==> src/rtl/uart_tx_fifo_pkg.sv <==
// uart_tx_fifo_pkg: shared definitions for the buffered UART transmit front-end.
//   DEPTH_BITS_DEF : default log2 FIFO depth
//   tx_state_e     : issue FSM state encoding
package uart_tx_fifo_pkg;

  localparam int DEPTH_BITS_DEF = 4;

  typedef enum logic [1:0] {
    IDLE      = 2'd0,
    START     = 2'd1,
    WAIT_BUSY = 2'd2,
    WAIT_DONE = 2'd3
  } tx_state_e;

endpackage

==> src/rtl/sync_fifo.sv <==
// sync_fifo: generic single-clock circular FIFO.
//   clk, rst (async active-low)
//   push, wdata   : enqueue; accepted when not full, or when full with a same-cycle pop
//   pop, rdata    : dequeue; rdata shows the head entry combinationally
//   full, empty, count : occupancy, decoded from the registered count
module sync_fifo #(
  parameter int W  = 8,
  parameter int AW = 4
) (
  input  logic          clk,
  input  logic          rst,
  input  logic          push,
  input  logic [W-1:0]  wdata,
  input  logic          pop,
  output logic [W-1:0]  rdata,
  output logic          full,
  output logic          empty,
  output logic [AW:0]   count
);

  localparam int D = 1 << AW;
  localparam logic [AW:0] FULL_CNT = {1'b1, {AW{1'b0}}};

  logic [W-1:0]  mem [D];
  logic [AW-1:0] wr_ptr, rd_ptr;
  logic          do_push, do_pop;

  assign full    = (count == FULL_CNT);
  assign empty   = (count == '0);
  assign do_pop  = pop && !empty;
  // A full FIFO can still take a byte when the head leaves in the same cycle.
  assign do_push = push && (!full || do_pop);
  assign rdata   = mem[rd_ptr];

  // Storage is intentionally not reset.
  always_ff @(posedge clk)
    if (do_push) mem[wr_ptr] <= wdata;

  always_ff @(posedge clk or negedge rst) begin
    if (!rst) begin
      wr_ptr <= '0;
      rd_ptr <= '0;
      count  <= '0;
    end else begin
      if (do_push) wr_ptr <= wr_ptr + 1'b1;
      if (do_pop)  rd_ptr <= rd_ptr + 1'b1;
      case ({do_push, do_pop})
        2'b10:   count <= count + 1'b1;
        2'b01:   count <= count - 1'b1;
        default: count <= count;
      endcase
    end
  end

endmodule

==> src/rtl/uart_tx_fifo.sv <==
// uart_tx_fifo: queues bytes from a producer and feeds them one at a time to
// the UART transmitter, waiting for each transfer to finish before the next.
//   clk, rst (async active-low)
//   ena              : low holds the issue FSM in IDLE (pushes still accepted)
//   wr_data, wr_en   : enqueue strobe
//   full, empty, count : FIFO occupancy
//   overflow, clr_ovf  : sticky dropped-write flag and its clear (set wins)
//   tx_data, tx_start, tx_busy : transmitter handshake
module uart_tx_fifo
  import uart_tx_fifo_pkg::*;
#(
  parameter int DEPTH_BITS = DEPTH_BITS_DEF
) (
  input  logic                  clk,
  input  logic                  rst,
  input  logic                  ena,
  input  logic [7:0]            wr_data,
  input  logic                  wr_en,
  output logic                  full,
  output logic                  empty,
  output logic [DEPTH_BITS:0]   count,
  output logic                  overflow,
  input  logic                  clr_ovf,
  output logic [7:0]            tx_data,
  output logic                  tx_start,
  input  logic                  tx_busy
);

  localparam int DEPTH = 1 << DEPTH_BITS;

  tx_state_e  state;
  logic       pop;
  logic [7:0] head;
  logic       drop;

  // The only pop is the IDLE->START decision; tx_data is loaded on that edge
  // and therefore cannot move while a transfer is in flight.
  assign pop  = (state == IDLE) && ena && !empty && !tx_busy;
  assign drop = wr_en && full && !pop;

  sync_fifo #(.W(8), .AW(DEPTH_BITS)) u_fifo (
    .clk   (clk),
    .rst   (rst),
    .push  (wr_en),
    .wdata (wr_data),
    .pop   (pop),
    .rdata (head),
    .full  (full),
    .empty (empty),
    .count (count)
  );

  always_ff @(posedge clk or negedge rst) begin
    if (!rst) overflow <= 1'b0;
    else      overflow <= drop | (overflow & ~clr_ovf);
  end

  always_ff @(posedge clk or negedge rst) begin
    if (!rst) begin
      state    <= IDLE;
      tx_start <= 1'b0;
      tx_data  <= 8'h00;
    end else begin
      tx_start <= 1'b0;
      case (state)
        IDLE: if (pop) begin
          tx_data  <= head;
          tx_start <= 1'b1;
          state    <= START;
        end
        START:     state <= WAIT_BUSY;
        // No timeout: a transmitter that never raises busy stalls issue here.
        WAIT_BUSY: if (tx_busy)  state <= WAIT_DONE;
        WAIT_DONE: if (!tx_busy) state <= IDLE;
        default:   state <= IDLE;
      endcase
    end
  end

  // DEPTH documents the capacity; full/count are derived inside the FIFO.
  logic unused_depth;
  assign unused_depth = (DEPTH == 0);

endmodule

==> config.mk <==
export PLATFORM = sky130hd
export DESIGN_NAME = uart_tx_fifo
export DESIGN_NICKNAME = d
export VERILOG_FILES = /design/src/rtl/uart_tx_fifo_pkg.sv /design/src/rtl/sync_fifo.sv /design/src/rtl/uart_tx_fifo.sv
export SDC_FILE = /design/constraint.sdc
export NUM_CORES = 1
export LEC_CHECK = 0
export CORE_AREA = 2 2 115 117
export CTS_BUF_LIST = sky130_fd_sc_hd__clkbuf_4 sky130_fd_sc_hd__clkbuf_8 sky130_fd_sc_hd__clkbuf_16
export CTS_CLUSTER_SIZE = 40
export DETAILED_ROUTE_END_ITERATION = 12
export DIE_AREA = 0 0 117 119
export GPL_ROUTABILITY_DRIVEN = 0
export PLACE_DENSITY = 0.7
export SLEW_MARGIN = 20
export SYNTH_ARGS = -nofsm -noshare
export SYNTH_HDL_FRONTEND = slang
export SYNTH_SLANG_ARGS = --single-unit
==> constraint.sdc <==
create_clock -name clk -period 2.28 [get_ports clk]
set_input_delay 0.342 -clock clk [delete_from_list [all_inputs] [get_ports clk]]
set_output_delay 0.342 -clock clk [all_outputs]
set_load 0.005 [all_outputs]
### Yosys cells after proc, flatten, opt, wreduce, memory -nomap -nowiden

Memories as Yosys holds them, arrays and structs flattened. A register that Yosys moved wholly into a read port is not among the register bits.
Cells that the tools add are included.

* bitwise logic cells: 3
* mux-type cells: 9
* $add $sub $neg: 4
* reduce and logical (&&, ||, !) cells: 18
* equality and inequality tests: 9

Operators with widths (count)
* 5-bit case mux with 2 select lines: 1
* 4-bit by 1-bit adder with 4-bit output, second input constant: 2
* 2-bit case mux with 4 select lines: 1
* 1-bit logical AND: 7
* 2-bit == test, second input constant: 3
* 2-bit two-way mux: 3
* 2-bit != test, second input constant: 3
* 5-bit by 1-bit adder with 5-bit output, second input constant: 1
* 5-bit == test, second input constant: 1
* 1-bit zero test: 5
* 5-bit zero test: 1
* 5-bit by 1-bit subtractor with 5-bit output, second input constant: 1
* 2-bit by 1-bit == test with 1-bit output, second input constant: 2
* 1-bit two-way mux: 4
* 3-bit AND reduction: 1
* 2-bit zero test: 1
* 2-bit AND reduction: 1
* 2-bit nonzero test: 1
* 1-bit bitwise AND: 1
* 1-bit logical OR: 1
* 1-bit inverter: 1
* 1-bit bitwise OR: 1

* word-level logic and storage cells: 50
* input port bits: 14
* memories kept: 1
* output and inout port bits: 17
* bits in writable memories: 128
* bits in registers: 17

Memories
* u_fifo.mem: depth 16, width 8, rd ports 1, clocked after memory_dff 1, wr ports 1, line sync_fifo.sv:24 `logic [W-1:0] mem [D];`

### Logic depth before layout (Yosys ltp)

Gate-level depths: netlist of the first run.

* word-level depth: 9
* depth in mapped cells: 12
* gate-level depth less buffers: 12

### By module

Synthesis of the first run repeated with hierarchy kept, for this count alone.

* cells, all modules: 348
* area total of the unflattened synthesis: 6352.3 um2

By module, submodules not included
* sync_fifo: seq. area each 4169.0 um2, area an instance 5748.0 um2, times used 1, cells each 302
* uart_tx_fifo: seq. area each 300.3 um2, area an instance 604.3 um2, times used 1, cells each 46

### Worst setup path before layout of the first run

No wires, ideal clock.

* kind: register -> register
* start: register u_fifo.count[1]
* end: register u_fifo.count[4]
* path buffers: 0
* period minus slack after synthesis: 2.528 ns
* arrival time: 2.441 ns
* stages on the path, launching flop included: 11
* library setup time: 0.087 ns
* setup slack: -0.248 ns
* path through: dfrtp_1 > or4_4 > o21a_4 > nand2b_4 > inv_2 > ha_1 > nor2b_1 > o21ai_0 > nand3_1 > o32a_1 > o211ai_1

* word-level cells in the longest chain between the ends: 9

Ends and longest elaborated chain
* start: declaration: line sync_fifo.sv:18 `output logic [AW:0] count`
* start signal: assignment: line sync_fifo.sv:48 `2'b10: count <= count + 1'b1;`
* start signal: assignment: line sync_fifo.sv:49 `2'b01: count <= count - 1'b1;`
* start signal: assignment: line sync_fifo.sv:50 `default: count <= count;`
* 5-bit zero test: line sync_fifo.sv:29 `assign empty = (count == '0);`
* 1-bit zero test: line sync_fifo.sv:30, uart_tx_fifo.sv:38
* 1-bit logical AND (2 in series): line uart_tx_fifo.sv:38 `assign pop = (state == IDLE) && ena && !empty && !tx_busy;`
* 1-bit logical AND: line sync_fifo.sv:30 `assign do_pop = pop && !empty;`
* 1-bit logical OR: line sync_fifo.sv:32 `assign do_push = push && (!full || do_pop);`
* 1-bit logical AND: line sync_fifo.sv:32
* 2-bit by 1-bit == test with 1-bit output / 2-bit == test (equally long branches): line sync_fifo.sv:47 `case ({do_push, do_pop})`
* 5-bit case mux with 2 select lines / 2-bit nonzero test (equally long branches)

Several ways; a longest one is shown, not always the timed one.
A chain may end at the register's enable or synchronous reset.

### Worst setup path after layout of the first run

* start: register u_fifo.count[2]
* end: register u_fifo.count[4]

Same word-level chain as after synthesis.

==> key figures, run 1 <==
Run status
  • Run status: complete, but fails checks
  • Failing checks: negative setup slack

Cells and area
  • Core Util, Final: between 60 and 70%
  • Final-layout fill cell count: slightly above 900
  • Layout cells sized above 1: between 30% and 40%
  • Final Instance Area: 7740 µm²
  • Nets: roughly 430
  • Diode count: 0
  • P&R area growth vs syn: 24.2%

Worst setup path
  • Largest fanout on the critical path: 4
  • Reg-to-reg endpoint: u_fifo.count[4]$_DFFE_PN0P_
  • Crit path capture: u_fifo.count[4]$_DFFE_PN0P_
  • FF-to-FF path depth: 10
  • Crit path capture type: flip-flop
  • Reg-to-Reg Start: u_fifo.count[2]$_DFFE_PN0P_
  • Worst setup startpoint: u_fifo.count[2]$_DFFE_PN0P_
  • WS Path Type: flip-flop to flip-flop
  • CP Data Required Time: approximately 2600 ps
  • Critical Path Start Type: flip-flop
  • Reg2reg setup slack: -130 ps
  • Critical path arrival: ~2700 ps

Clocking
  • Clk buf depth: 2
  • H-tree levels: 4
  • Reg clk slew, reported paths: 60 ps
  • Total CTS buffers: 17
  • Root buf cell: clkbuf_16
  • Skew-Pair Late Insertion Delay: between 400 and 500 ps
  • CTS tree: yes
  • TritonCTS Sinks: around 150
  • Hold buffers post-CTS: 0

Routing
  • Residual DRC: 0
  • Drt pass-1 iters: 4
  • Routed WL: roughly 12,000 µm
  • Vias: approximately 3,200
  • Routed Antenna Nets: 0
  • Wire per inst: approximately 20 µm
  • Vias/cell: between 5 and 6
  • DRT iter0 DRCs: 170

Power and ir drop
  • Peak supply drop: about 0.0006 V
  • Clock Power Share: a little under a third
  • Sw frac: between 20 and 30%
  • Total chip power: about 0.0096 W
  • Leak Pwr: between 2 and 3 nW
  • Switch Pwr: 0.00260 W
  • Flop pwr share: around two fifths
  • Internal power: a little under 0.007 W
  • P per Cell Area: approximately 1200 nW/µm²
  • Comb pwr share: 30.0%

STA
  • Layout Skew: roughly 17 ps
  • Final hold violation count: 0
  • Setup Viol. Count Final: 2
  • Max Clk Rate: 0.415 GHz
  • Rel. slew slack: between 50% and 60%
  • RSZ-0062 raised after global routing: true
  • Fin crit share: 106%
  • Minimum clock period: 2410 ps
  • Fin worst setup slack: -127 ps
  • Slew @ Worst Pin: 620 ps
  • Final hold slack: between 300 and 400 ps
  • Fin. max-slew vios: 0

GRT
  • Largest net degree at the start of global routing: 30
  • Met2 Usage GRT: about 31%
  • GRT busiest layer: met2
  • Gr usage total: between 10% and 20%
  • GRT met1 Usage: 23.5%
  • Vias in the first global route: about 3,400
  • Initial antenna violation count: 0
  • First-pass GRT wire length: between 15,000 and 20,000 µm
  • GR Overflow Total: 0
  • Routing usage on met3: around 4.6%

Synth
  • Mapped Nets: about 360
  • Cells after synthesis: 330
  • Flops & latches, synth: approximately 150
  • Synthesized area: around 6200 µm²
  • Seq/Total Area, Yosys: between 70 and 80%
  • Yosys top cell area share: just over 60%
  • Synth area leader: edfxtp_1
  • Ys Warns: 0
  • Syn avg cell area: roughly 19 µm²
  • Ranking of synthesized cells by area: edfxtp_1, mux4_2, dfrtp_1, ha_1, mux2_2
  • Unique masters post-synth: 42

Place
  • # port buffers: 30
  • DP Wirelength: just under 8000 µm
  • Placed inst area: about 7000 µm²

Floorplanning
  • Site Rows: 42
  • Initial Utilization: 48.4%
  • Die ar.: ~14,000 µm²
  • Die extent in y: between 100 and 150 µm
  • Die Width: between 100 and 150 µm
  • Core area: about 13,000 µm²
  • Top-Level Pins: 31

Hold path
  • HP Class: input port to async pin

Run
  • Max cap viols: 0
[registers in the layout, indices dropped and copies added, names as in the netlist]
| name | cells |
|---|---|
| u_fifo.count | 5 |
| u_fifo.mem | 128 |
| state | 2 |
| tx_data | 8 |
| overflow | 1 |
| u_fifo.wr_ptr | 4 |
| tx_start | 1 |
| u_fifo.rd_ptr | 4 |
[layout make-up]
cell class | count | area, µm² | area share, %
clock buffers | 25 | 517 | 6.68
clock inverters | 7 | 115 | 1.49
inverters | 14 | 55.1 | 0.712
multi-input cells | 149 | 1710 | 22.1
flip-flops and latches | 153 | 4470 | 57.8
well taps | 176 | 220 | 2.85
repair buffers | 66 | 647 | 8.36
[cell usage after synthesis]
master	number
edfxtp_1	128
o21ai_0	3
ha_1	12
o21a_1	1
and3_1	1
or2_2	1
o32a_1	1
inv_2	1
nor2b_1	1
xor2_1	1
mux4_2	32
and2_1	13
o21a_4	1
nand2b_1	1
a211oi_1	1
mux2_2	10
a21o_1	2
nand2_1	7
nand2b_4	1
nand3b_1	3
nor3b_1	1
xnor2_1	8
a21oi_1	9
fa_1	1
nor2_1	7
or4_4	1
a31oi_4	1
nor4_1	1
buf_2	4
dfrtp_1	25
inv_1	13
buf_1	2
mux2_4	2
o211ai_1	1
clkbuf_1	7
o22ai_1	17
o221ai_1	1
and3b_1	2
nand3_1	1
nand4_1	2
mux2i_1	2
buf_4	1
[placed cells by master (no fill, tap or decap), types with 5 or more instances in the layout]
master	instances
a21oi_1	8
mux4_2	32
buf_4	29
nor2_1	7
dfrtp_1	23
edfxtp_1	128
and2_1	5
clkdlybuf4s50_1	28
clkbuf_8	5
ha_1	11
inv_1	13
mux2_2	10
clkbuf_16	17
xnor2_1	8
o22ai_1	17
nand2_1	7
buf_12	6
and2_2	8
[metal layers]
metal / share of wire [%] / routed length [µm] / up-vias
li1: - / - / 1458
met1: 42 / 4980 / 1672
met2: 53 / 6260 / 73
met3: 4.0 / 478 / 8
met4: 1.0 / 123 / 0
met5: 0 / 0 / -
[per-stage QoR]
step | instances | setup TNS [ps] | setup slack, ps
CTS | 590 | -190 | -134
floorplan | 330 | -253 | -147
finish | 590 | -170 | -127
global route | 590 | -319 | -193
detailed placement | 555 | -17150 | -218
global placement | 555 | -10710 | -168
[what timing repair did]
item / CTS / global route
endpoints found under the setup margin: 27 / 90
gates resized for setup: 8 / 10
buffers inserted: 3 / 0
pin swaps: 4 / 0
[worst min-delay path by stage]
stage / end / slack, ps / cells after the start
6_report: u_fifo.count[0]$_DFFE_PN0P_ / 310 / 2
5_1_grt: u_fifo.count[0]$_DFFE_PN0P_ / 340 / 2
4_1_cts: u_fifo.count[3]$_DFFE_PN0P_ / 310 / 2
3_5_place_dp: u_fifo.rd_ptr[2]$_DFFE_PN0N_ / 520 / 1
3_3_place_gp: u_fifo.rd_ptr[2]$_DFFE_PN0N_ / 510 / 1
2_1_floorplan: overflow$_DFF_PN0_ / 50 / 0
[power by group through the flow]
stage	clock (W)	combinational (W)	sequential, W
3_3_place_gp	0	0.00277	0.00378
5_1_grt	0.00309	0.00311	0.00380
4_1_cts	0.00297	0.00289	0.00375
3_5_place_dp	0	0.00284	0.00380
2_1_floorplan	0	0.00178	0.00373
6_report	0.00294	0.00287	0.00375
[logic make-up (layout without fill, tap and decap cells)]
logic type	count (synthesis)	in the layout	synth area share, %
simple gates	43	43	4.10
buf+inv	28	112	1.83
flops	153	153	71.7
fa+ha+maj	13	13	2.73
xor+xnor	9	9	1.27
compound gates	38	38	4.16
mux	46	46	14.2
[critical path: stages, from the launching register on]
cell and delay (ps):
dfrtp_2 390, or4_4 540, o21a_4 240, nand2b_4 80, inv_4 50, ha_4 210, nor2b_4 120, o21ai_2 140
nand3_2 90, o32a_1 300, o211ai_1 160
(Power assumes the default switching activity.)
==> run 2: changes to the inputs <==
--- a/config.mk
+++ b/config.mk
@@ -11,7 +11,8 @@
 export DETAILED_ROUTE_END_ITERATION = 12
 export DIE_AREA = 0 0 117 119
 export GPL_ROUTABILITY_DRIVEN = 0
-export PLACE_DENSITY = 0.7
+export PLACE_DENSITY = 0.67
+export SKIP_LAST_GASP = 1
 export SLEW_MARGIN = 20
 export SYNTH_ARGS = -nofsm -noshare
 export SYNTH_HDL_FRONTEND = slang
==> constraint.sdc (replaced) <==
create_clock -name clk -period 2.7 [get_ports clk]
set_input_delay 0.405 -clock clk [delete_from_list [all_inputs] [get_ports clk]]
set_output_delay 0.405 -clock clk [all_outputs]
set_load 0.005 [all_outputs]
==> run 2 against run 1 <==
Compared with the run above:
- sequential cell count unchanged
- core utilization shrank 0.81 points
- largest power group unchanged
- highest routed layer unchanged
- power decreased by 18%
- critical path type is now flip-flop to output port
- critical path depth shrank 4
- sequential power decreased by 15%
- largest cell class unchanged
- setup slack better by 220 ps
- hold slack improved by 45 ps
- global-route usage rose by 0.58 points
- the flow now finishes without violations
- count of clock-buffer cells in the layout down 1
==> key figures, run 2 (synthesized netlist as in run 1, its figures left out) <==
Run
  • Max cap viols: 0 (unchanged)

Worst setup path
  • Crit path cell chain: buf_4 -> nor4_2 -> nand2_1 -> buf_4 -> inv_1 -> clkdlybuf4s50_1 (was or4_4 -> o21a_4 -> nand2b_4 -> inv_4 -> ha_4 -> nor2b_4 -> o21ai_2 -> nand3_2 -> o32a_1 -> o211ai_1)
  • Critical path arrival: 2200 ps (was 2740 ps)
  • Largest fanout on the critical path: 4 (unchanged)
  • Crit path capture type: output port (was flip-flop)
  • Critical path's top delay family: buffers and inverters (was compound AO/OA/AOI/OAI gates)
  • Crit-path max cell delay: 480 ps (was 540 ps)
  • Slowest stage cell, crit path: clkdlybuf4s50_1 (was or4_4)
  • CP bufs+invs: 4 (was 1)
  • CP Data Required Time: 2300 ps (was 2610 ps)
  • Critical Path Start Type: flip-flop (unchanged)
  • WS Path Type: flip-flop to output port (was flip-flop to flip-flop)
  • CP most frequent cell: buf_4
  • Critical path depth in cells: 6 (was 10)
  • FF-to-FF path depth: 10 (unchanged)

Cells and area
  • Nets: 424 (was 428)
  • Commonest non-fill, non-tap cell in the layout: edfxtp_1 (unchanged)
  • Top reg by flops: u_fifo.mem (unchanged)
  • Largest regs: u_fifo.mem (128), tx_data (8), u_fifo.count (5) (unchanged)
  • Largest register FFs: 128 (unchanged)
  • Commonest non-fill, non-tap cells in the layout: edfxtp_1, mux4_2, clkdlybuf4s50_1 (was edfxtp_1, mux4_2, buf_4)
  • Final Instance Area: 7630 µm² (was 7740 µm²)
  • Final-layout fill cell count: 938 (was 935)
  • P&R area growth vs syn: 22.5% (was 24.2%)
  • Diode count: 0 (unchanged)
  • Layout cells sized above 1: 28.3% (was 32.9%)

STA
  • Setup Viol. Count Final: 0 (was 2)
  • Fin crit share: between 90 and 100%
  • Rel. slew slack: 60.1% (was 58.6%)
  • RSZ-0062 raised after global routing: true (unchanged)
  • Fin. max-slew vios: 0 (unchanged)
  • Fin worst setup slack: 95.6 ps (was -127 ps)
  • Minimum clock period: around 2600 ps
  • Layout Skew: 12.9 ps (was 16.6 ps)
  • Slew @ Worst Pin: 596 ps (was 620 ps)
  • Max Clk Rate: between 0.3 and 0.4 GHz
  • Final hold violation count: 0 (unchanged)

Clocking
  • TritonCTS Sinks: 153 (unchanged)
  • CTS tree: yes (unchanged)
  • # resized after CTS: 1 (was 8)
  • Reg clk slew, reported paths: 60 ps (about the same)
  • Clk buf depth: 2 (unchanged)
  • Total CTS buffers: 17 (unchanged)
  • Hold buffers post-CTS: 0 (unchanged)
  • Root buf cell: clkbuf_16 (unchanged)
  • Skew-Pair Late Insertion Delay: 420 ps (about the same)
  • Postcts setup bufs: 0 (was 3)
  • H-tree levels: 4 (unchanged)

Routing
  • Wire per inst: 20.5 µm (was 20.1 µm)
  • Drt pass-1 iters: 4 (unchanged)
  • Residual DRC: 0 (unchanged)
  • Routed Antenna Nets: 0 (unchanged)
  • DRT iter0 DRCs: 182 (was 170)
  • Vias: 3,172 (was 3,211)
  • Routed WL: 12,000 µm (was 11,800 µm)
  • Vias/cell: 5.41 (was 5.44)

Floorplanning
  • Core area: 12,900 µm² (unchanged)
  • Site Rows: 42 (unchanged)
  • Initial Utilization: 48.4% (unchanged)
  • Die Width: 117 µm (unchanged)
  • Die ar.: 13,900 µm² (unchanged)
  • Die extent in y: 119 µm (unchanged)
  • Top-Level Pins: 31 (unchanged)

Hold path
  • HP Class: input port to async pin (unchanged)

GRT
  • GR Overflow Total: 0 (unchanged)
  • Initial antenna violation count: 0 (unchanged)
  • GRT busiest layer: met2 (unchanged)
  • Routing usage on met3: 5.09% (was 4.63%)
  • Gr usage total: 19.1% (was 18.5%)
  • Largest net degree at the start of global routing: 36 (was 30)
  • Met2 Usage GRT: 31.6% (was 31.3%)
  • GRT met1 Usage: 24.4% (was 23.5%)
  • Vias in the first global route: 3,386 (was 3,426)
  • First-pass GRT wire length: 18,900 µm (was 18,500 µm)

Power and ir drop
  • Switch Pwr: 0.00215 W (was 0.00260 W)
  • Comb pwr share: 29.3% (was 30.0%)
  • Flop pwr share: 40.7% (was 39.2%)
  • Internal power: 0.00565 W (was 0.00696 W)
  • Peak supply drop: 0.000424 V (was 0.000598 V)
  • P per Cell Area: 1020 nW/µm² (was 1240 nW/µm²)
  • Clock Power Share: 30.0% (was 30.7%)
  • Sw frac: 27.6% (was 27.2%)
  • Leak Pwr: 2.67 nW (was 2.71 nW)
  • Total chip power: 0.00780 W (was 0.00956 W)

Run status
  • Run status: complete, no violations (was complete, but fails checks)

Place
  • # port buffers: 30 (unchanged)
  • DP Wirelength: 7780 µm (was 7770 µm)
  • Worst slack at placement: 70.4 ps (was -218 ps)
  • Placed inst area: 7030 µm² (about the same)
run 2: changes by cell type in the layout (fill, tap and decap cells not counted), sizes merged:
cell | previous run | this run
dlygate4sd2 | 2 | 0
clkbuf | 25 | 24
clkinv | 2 | 5
clkdlybuf4s50 | 28 | 30
clkinvlp | 2 | 1
buf | 36 | 32
bufinv | 3 | 2
run 2: layer usage:
layer  wire length (µm)  vias up
met5                  0        -
li1                   -     1450
met1               5160     1632
met3                490       18
met4                201        0
met2               6190       72
run 2: cell type report:
type                    count  area (µm²)  share of cell area, %
clock buffers              24         503                   6.59
clock inverters             8        92.6                   1.21
inverters                  14        52.6                  0.689
multi-input cells         149        1650                   21.7
flip-flops and latches    153        4470                   58.6
well taps                 176         220                   2.89
repair buffers             62         641                   8.39
run 2: worst paths after layout:
path | slack, ps | from | end
max in group asynchronous | 2050 | rst | u_fifo.rd_ptr[1]$_DFFE_PN0N_
min in group clk | 530 | u_fifo.wr_ptr[3]$_DFFE_PN0P_ | u_fifo.wr_ptr[3]$_DFFE_PN0P_
min reg2reg | 530 | u_fifo.wr_ptr[3]$_DFFE_PN0P_ | u_fifo.wr_ptr[3]$_DFFE_PN0P_
max reg2reg | 160 | u_fifo.count[3]$_DFFE_PN0P_ | u_fifo.count[4]$_DFFE_PN0P_
min | 360 | rst | u_fifo.count[1]$_DFFE_PN0P_
max | 100 | u_fifo.count[1]$_DFFE_PN0P_ | full
run 2: stage by stage:
step | std cells | TNS, ps | hold WS [ps] | utilization, %
2_1_floorplan | 330 | 0 | 109 | -
3_3_place_gp | 554 | 0 | 522 | 54.6
3_5_place_dp | 554 | 0 | 527 | 54.6
4_1_cts | 586 | 0 | 357 | 59.3
5_1_grt | 586 | -47.9 | 386 | 59.3
6_report | 586 | 0 | 357 | 59.3
run 2: power by group through the flow:
stage               combinational, W  sequential, W  clock, W
CTS                          0.00233        0.00318   0.00238
floorplan                    0.00149        0.00314         0
global placement             0.00225        0.00320         0
global route                 0.00250        0.00322   0.00248
detailed placement           0.00231        0.00322         0
finish                       0.00229        0.00318   0.00234
run 2: worst register-to-register path, cell delays in order, from the launching register on:
cell      delay [ps]
dfrtp_1          440
or4_4            530
o21a_4           230
nand2b_4          70
inv_2             40
buf_4            140
ha_1             310
o21ai_1          110
nand3_1          120
o32a_1           300
o211ai_1         170
